--- config.mk ---
export PLATFORM = sky130hd
export DESIGN_NAME = rom_loader
export DESIGN_NICKNAME = d
export VERILOG_FILES = /design/src/rtl/rom_loader.sv
export SDC_FILE = /design/constraint.sdc
export NUM_CORES = 1
export LEC_CHECK = 0
export ABC_AREA = 1
export BUFFER_PORTS_ARGS = -buffer_cell sky130_fd_sc_hd__buf_2
export CORE_MARGIN = 4
export CORE_UTILIZATION = 38
export CTS_BUF_LIST = sky130_fd_sc_hd__clkbuf_8
export DETAILED_ROUTE_END_ITERATION = 8
export GPL_ROUTABILITY_DRIVEN = 0
export SLEW_MARGIN = 20
export SYNTH_ARGS = -nofsm -noshare
export SYNTH_HDL_FRONTEND = slang
export SYNTH_SLANG_ARGS = --single-unit
--- constraint.sdc ---
create_clock -name clock -period 1.65 [get_ports clock]
set_input_delay 0.165 -clock clock [delete_from_list [all_inputs] [get_ports clock]]
set_output_delay 0.165 -clock clock [all_outputs]
set_load 0.1 [all_outputs]
--- src/rtl/rom_loader.sv ---
// rom_loader: boot-time image loader.
//   Reads KB*1024 bytes from an SPI serial flash (READ 0x03, SPI mode 0) starting at
//   flash address BASE and writes them one byte per strobe into on-chip memory.
// Parameters:
//   KB    image size in KiB (must be > 0); N = KB*1024 bytes are loaded
//   BASE  24-bit flash byte address of the first image byte
//   AUTO  1: load starts on the first cycle after reset; 0: wait for start
// Ports:
//   clock, reset  system clock / synchronous active-high reset
//   start         one-cycle load request, ignored while busy
//   busy, done    load in progress / load completed (cleared by start or reset)
//   cs, ck, mosi  flash chip select (active low), SPI clock (clock/2), serial data out
//   miso          flash serial data in
//   w, a, d       memory write strobe, byte address, write data
module rom_loader #(
    parameter int unsigned KB   = 0,
    parameter logic [23:0] BASE = 24'h0,
    parameter bit          AUTO = 1'b1,
    localparam int unsigned N   = KB * 1024,
    localparam int unsigned AW  = (N > 1) ? $clog2(N) : 1
) (
    input  logic          clock,
    input  logic          reset,
    input  logic          start,
    output logic          busy,
    output logic          done,
    output logic          cs,
    output logic          ck,
    output logic          mosi,
    input  logic          miso,
    output logic          w,
    output logic [AW-1:0] a,
    output logic [7:0]    d
);

    localparam logic [31:0]   CMD  = {8'h03, BASE};
    localparam logic [AW-1:0] LAST = AW'(N - 1);

    typedef enum logic [2:0] {
        S_IDLE,
        S_SETUP,
        S_CMD,
        S_DATA,
        S_DONE
    } state_t;

    state_t        state, state_n;
    logic          phase, phase_n;   // 0: ck low half of a bit, 1: ck high half
    logic [4:0]    cnt, cnt_n;       // bit index within command (0..31) or byte (0..7)
    logic [31:0]   sh, sh_n;         // command shift register
    logic [7:0]    din, din_n;       // incoming byte assembly
    logic          armed, armed_n;   // pending automatic start after reset
    logic          busy_n, done_n, cs_n, ck_n, mosi_n, w_n;
    logic [AW-1:0] a_n;
    logic [7:0]    d_n;

    always_ff @(posedge clock) begin
        if (reset) begin
            state <= S_IDLE;
            phase <= 1'b0;
            cnt   <= '0;
            sh    <= '0;
            din   <= '0;
            armed <= AUTO;
            busy  <= 1'b0;
            done  <= 1'b0;
            cs    <= 1'b1;
            ck    <= 1'b0;
            mosi  <= 1'b0;
            w     <= 1'b0;
            a     <= '0;
            d     <= '0;
        end else begin
            state <= state_n;
            phase <= phase_n;
            cnt   <= cnt_n;
            sh    <= sh_n;
            din   <= din_n;
            armed <= armed_n;
            busy  <= busy_n;
            done  <= done_n;
            cs    <= cs_n;
            ck    <= ck_n;
            mosi  <= mosi_n;
            w     <= w_n;
            a     <= a_n;
            d     <= d_n;
        end
    end

    always_comb begin
        state_n = state;
        phase_n = phase;
        cnt_n   = cnt;
        sh_n    = sh;
        din_n   = din;
        armed_n = armed;
        busy_n  = busy;
        done_n  = done;
        cs_n    = cs;
        ck_n    = ck;
        mosi_n  = mosi;
        w_n     = 1'b0;
        a_n     = a;
        d_n     = d;

        case (state)
            S_IDLE: begin
                cs_n   = 1'b1;
                ck_n   = 1'b0;
                mosi_n = 1'b0;
                if (start || armed) begin
                    state_n = S_SETUP;
                    armed_n = 1'b0;
                    busy_n  = 1'b1;
                    done_n  = 1'b0;
                    a_n     = '0;
                end
            end

            S_SETUP: begin
                cs_n    = 1'b0;
                mosi_n  = CMD[31];
                sh_n    = CMD;
                cnt_n   = '0;
                phase_n = 1'b0;
                state_n = S_CMD;
            end

            S_CMD: begin
                if (!phase) begin
                    ck_n    = 1'b1;
                    phase_n = 1'b1;
                end else begin
                    // ck falls here; mosi moves to the next bit on the same edge
                    ck_n    = 1'b0;
                    phase_n = 1'b0;
                    if (cnt == 5'd31) begin
                        state_n = S_DATA;
                        cnt_n   = '0;
                        mosi_n  = 1'b0;
                    end else begin
                        cnt_n  = cnt + 5'd1;
                        mosi_n = sh[30];
                        sh_n   = {sh[30:0], 1'b0};
                    end
                end
            end

            S_DATA: begin
                // address advances in the cycle after each strobe, so a is stable while w=1
                if (w) begin
                    a_n = a + AW'(1);
                end
                if (!phase) begin
                    ck_n    = 1'b1;
                    phase_n = 1'b1;
                end else begin
                    ck_n    = 1'b0;
                    phase_n = 1'b0;
                    din_n   = {din[6:0], miso};
                    if (cnt == 5'd7) begin
                        d_n   = {din[6:0], miso};
                        w_n   = 1'b1;
                        cnt_n = '0;
                        if (a == LAST) begin
                            state_n = S_DONE;
                        end
                    end else begin
                        cnt_n = cnt + 5'd1;
                    end
                end
            end

            S_DONE: begin
                cs_n    = 1'b1;
                ck_n    = 1'b0;
                busy_n  = 1'b0;
                done_n  = 1'b1;
                state_n = S_IDLE;
            end

            default: begin
                state_n = S_IDLE;
            end
        endcase
    end

endmodule

==> results.yml <==
run_status:
  status: "complete, no violations"
timing:
  fin_crit_ps: 1560
  maxClockFrequency_mhz: 639
  max_slew_margin_pct: 67.7
  finalMaxSlewViolations: 0
  tightest_slew_ps: 488
  rsz0062_at_grt: "yes"
  fin_hold_ws_ps: 106
  finalHoldViolCount: 0
  setup_violations: 0
  fin_crit_sh_pct: 94.8
  fin_skew_ps: 6.75
synthesis:
  syn_nets: 221
  synth_seq_area_share_pct: 47.6
  netlist_area_um2: 1640
  ys_ff_latch: 39
  yosysUniqueCellTypes: 28
  yosysWarningCount: 0
  avgSynthCellArea_um2: 7.62
  netlist_instances: 215
worst_hold_path:
  min_from: "miso"
  hold_class: "input pin to flip-flop"
  worstHoldEndpoint: "d[0]"
  whs_path_depth: 3
global_routing:
  grt-ovfl-total: 0
  grt_start_max_net_pins: 18
  grt_first_pass_wirelength_mm: 5.87
  antenna_found_initial: 0
  grt_pass1_vias: 1259
  grt_use_total_pct: 14.1
power:
  power_density_nw_per_um2: 1720
  ir_drop_v: 0.000540
  power.total_uw: 3380
  p_leak_uw: 0.000954
critical_path:
  cp.required_ps: 1810
  crit_type: "flip-flop to flip-flop"
  crit_family: "flip-flops"
  rr_startpoint: "cnt[1]"
  cp-end-kind: "flip-flop"
  crit_chain: "ha_4 > nand2_2 > nor2_2 > ha_2 > buf_4 > o21ai_2 > nand2_2 > buf_4 > nand2_1 > a21oi_1"
  cp_max_fo: 6
  crit_slowest_cell: "dfxtp_4"
  crit_path_start_kind: "flip-flop"
  rr_worst_depth: 10
  crit_buf_inv: 2
  r2r-end: "sh[24]"
  slowest_delay_ps: 360
  cp.arrival_ps: 1730
  rrSetupSlack_ps: 90
floorplanning:
  die_h_um: 73.7
  die_x_um: 73.7
  row_count: 23
  die_area_um2: 5430
  initial_utilization_pct: 40.1
  ios: 19
  core_um2: 4090
placed_design:
  dpl-instance-area_um2: 1810
  numPlacedInstances: 284
  port-buffer-count: 18
  hpwl_mm: 2.40
drt:
  postRouteAntennaNets: 0
  drtIter0Drc: 114
  vias_per_cell: 4.80
  drt_first_pass_iters: 4
  drc: 0
  wire_per_inst_um: 11.4
  vias: 1405
  wl_mm: 3.34
clock_tree:
  numCtsBuffers: 5
  cts.sinks: 39
  clkTransAtPathRegs_ps: 70
  root_buffer: "clkbuf_8"
  clk-insertion-delay-late_ps: 280
  clock_path_buffers: 2
  htree_levels: 2
  cts_tree: "yes"
flow_run:
  drv_cap: 0
finish:
  fin_cells: 293
  n_fill_cell: 417
  diodes: 0
  final_nets: 249
  drive_gt1_share_pct: 24.3
  area_growth_pct: 20.2
  fin_area_um2: 1970
[layout make-up]
class | instances | area, um^2 | area share (%)
Tap cell | 50 | 62.6 | 3.17
Sequential cell | 39 | 786 | 39.9
Timing Repair Buffer | 26 | 150 | 7.62
Clock inverter | 2 | 37.5 | 1.90
Inverter | 21 | 83.8 | 4.25
Clock buffer | 5 | 68.8 | 3.49
Multi-Input combinational cell | 150 | 782 | 39.7
[tightest hold or removal path, cell delays in order]
cell	delay, ps
buf_2	90
nand2_1	50
nand2_1	50
[routing by layer]
| metal | up-vias | track usage [%] | part of all wire (%) |
|---|---|---|---|
| met2 | 22 | 19.4 | 44 |
| met3 | 4 | 4.10 | 3.7 |
| met1 | 623 | 20.2 | 51 |
| met4 | 0 | 5.84 | 1.5 |
| li1 | 756 | - | - |
| met5 | - | 0 | 0 |
[worst max path at each step]
stage	cells past startpoint	end	start
CTS	11	state[0]	cnt[1]
floorplan	5	state[0]	a
detailed placement	11	state[0]	cnt[1]
global placement	11	state[0]	cnt[1]
finish	10	sh[24]	cnt[1]
global route	12	state[0]	cnt[1]
[power by group]
part	total (uW)	switching (uW)	internal [uW]
registers	1280	156	1120
logic	1350	954	399
clock network	752	311	442
total	3380	1420	1960
[synthesized netlist by cell type]
master	n	area [um^2]
a211oi_1	2	15.0
a21oi_1	13	65.1
a22oi_1	4	30.0
buf_2	1	5.00
buf_4	1	7.51
clkbuf_1	3	11.3
dfxtp_1	39	781
ha_1	2	25.0
inv_1	16	60.1
inv_2	3	11.3
inv_4	2	12.5
nand2_1	49	184
nand2_2	1	6.26
nand3_1	13	65.1
nand3_4	1	17.5
nand3b_1	2	15.0
nor2_1	36	135
nor2_2	2	12.5
nor2_4	1	11.3
nor2_8	2	40.0
nor3_1	1	5.00
nor3_2	1	10.0
o2111a_1	1	11.3
o211ai_1	2	15.0
o21ai_0	13	65.1
o21ai_1	2	10.0
or2_0	1	6.26
or2_2	1	6.26
[per-stage QoR]
step / utilization, % / TNS (ps) / setup WS (ps)
2_1_floorplan: - / 0 / 73.6
3_3_place_gp: 44.4 / 0 / 97.1
3_5_place_dp: 44.4 / 0 / 50.6
4_1_cts: 47.0 / 0 / 39.4
5_1_grt: 48.2 / -16.4 / -16.4
6_report: 48.2 / 0 / 85.7
[flip-flops by register name, summed over array words and instances (netlist names), 3 cells and up]
name	cells
d	8
din	7
sh	7
cnt	5
state	3
[logic make-up (layout without fill, tap and decap cells)]
| group | Yosys count | after routing | synth area share [%] |
|---|---|---|---|
| DFF | 39 | 39 | 47.6 |
| and+or+nand+nor | 111 | 111 | 31.4 |
| AOI/OAI and AO/OA | 37 | 37 | 12.9 |
| buffers and inverters | 26 | 54 | 6.56 |
| adders and majority gates | 2 | 2 | 1.53 |
[cell usage in the layout, fill, tap and decap left out, drive strengths merged]
master / netlist / final
a211oi: 2 / 2
a21oi: 13 / 13
a22oi: 4 / 4
buf: 2 / 26
bufinv: 0 / 1
clkbuf: 3 / 5
clkinvlp: 0 / 1
dfxtp: 39 / 39
ha: 2 / 2
inv: 21 / 21
nand2: 50 / 50
nand3: 14 / 14
nand3b: 2 / 2
nor2: 41 / 41
nor3: 2 / 2
o2111a: 1 / 1
o211ai: 2 / 2
o21ai: 15 / 15
or2: 2 / 2
[what timing repair did]
item                       4_1_cts  5_1_grt
gates resized for setup          0       14
hold buffers                     0        0
setup endpoints to repair        0       13
setup buffers                    0        2
Note: power is estimated with default switching activity, not from simulation.
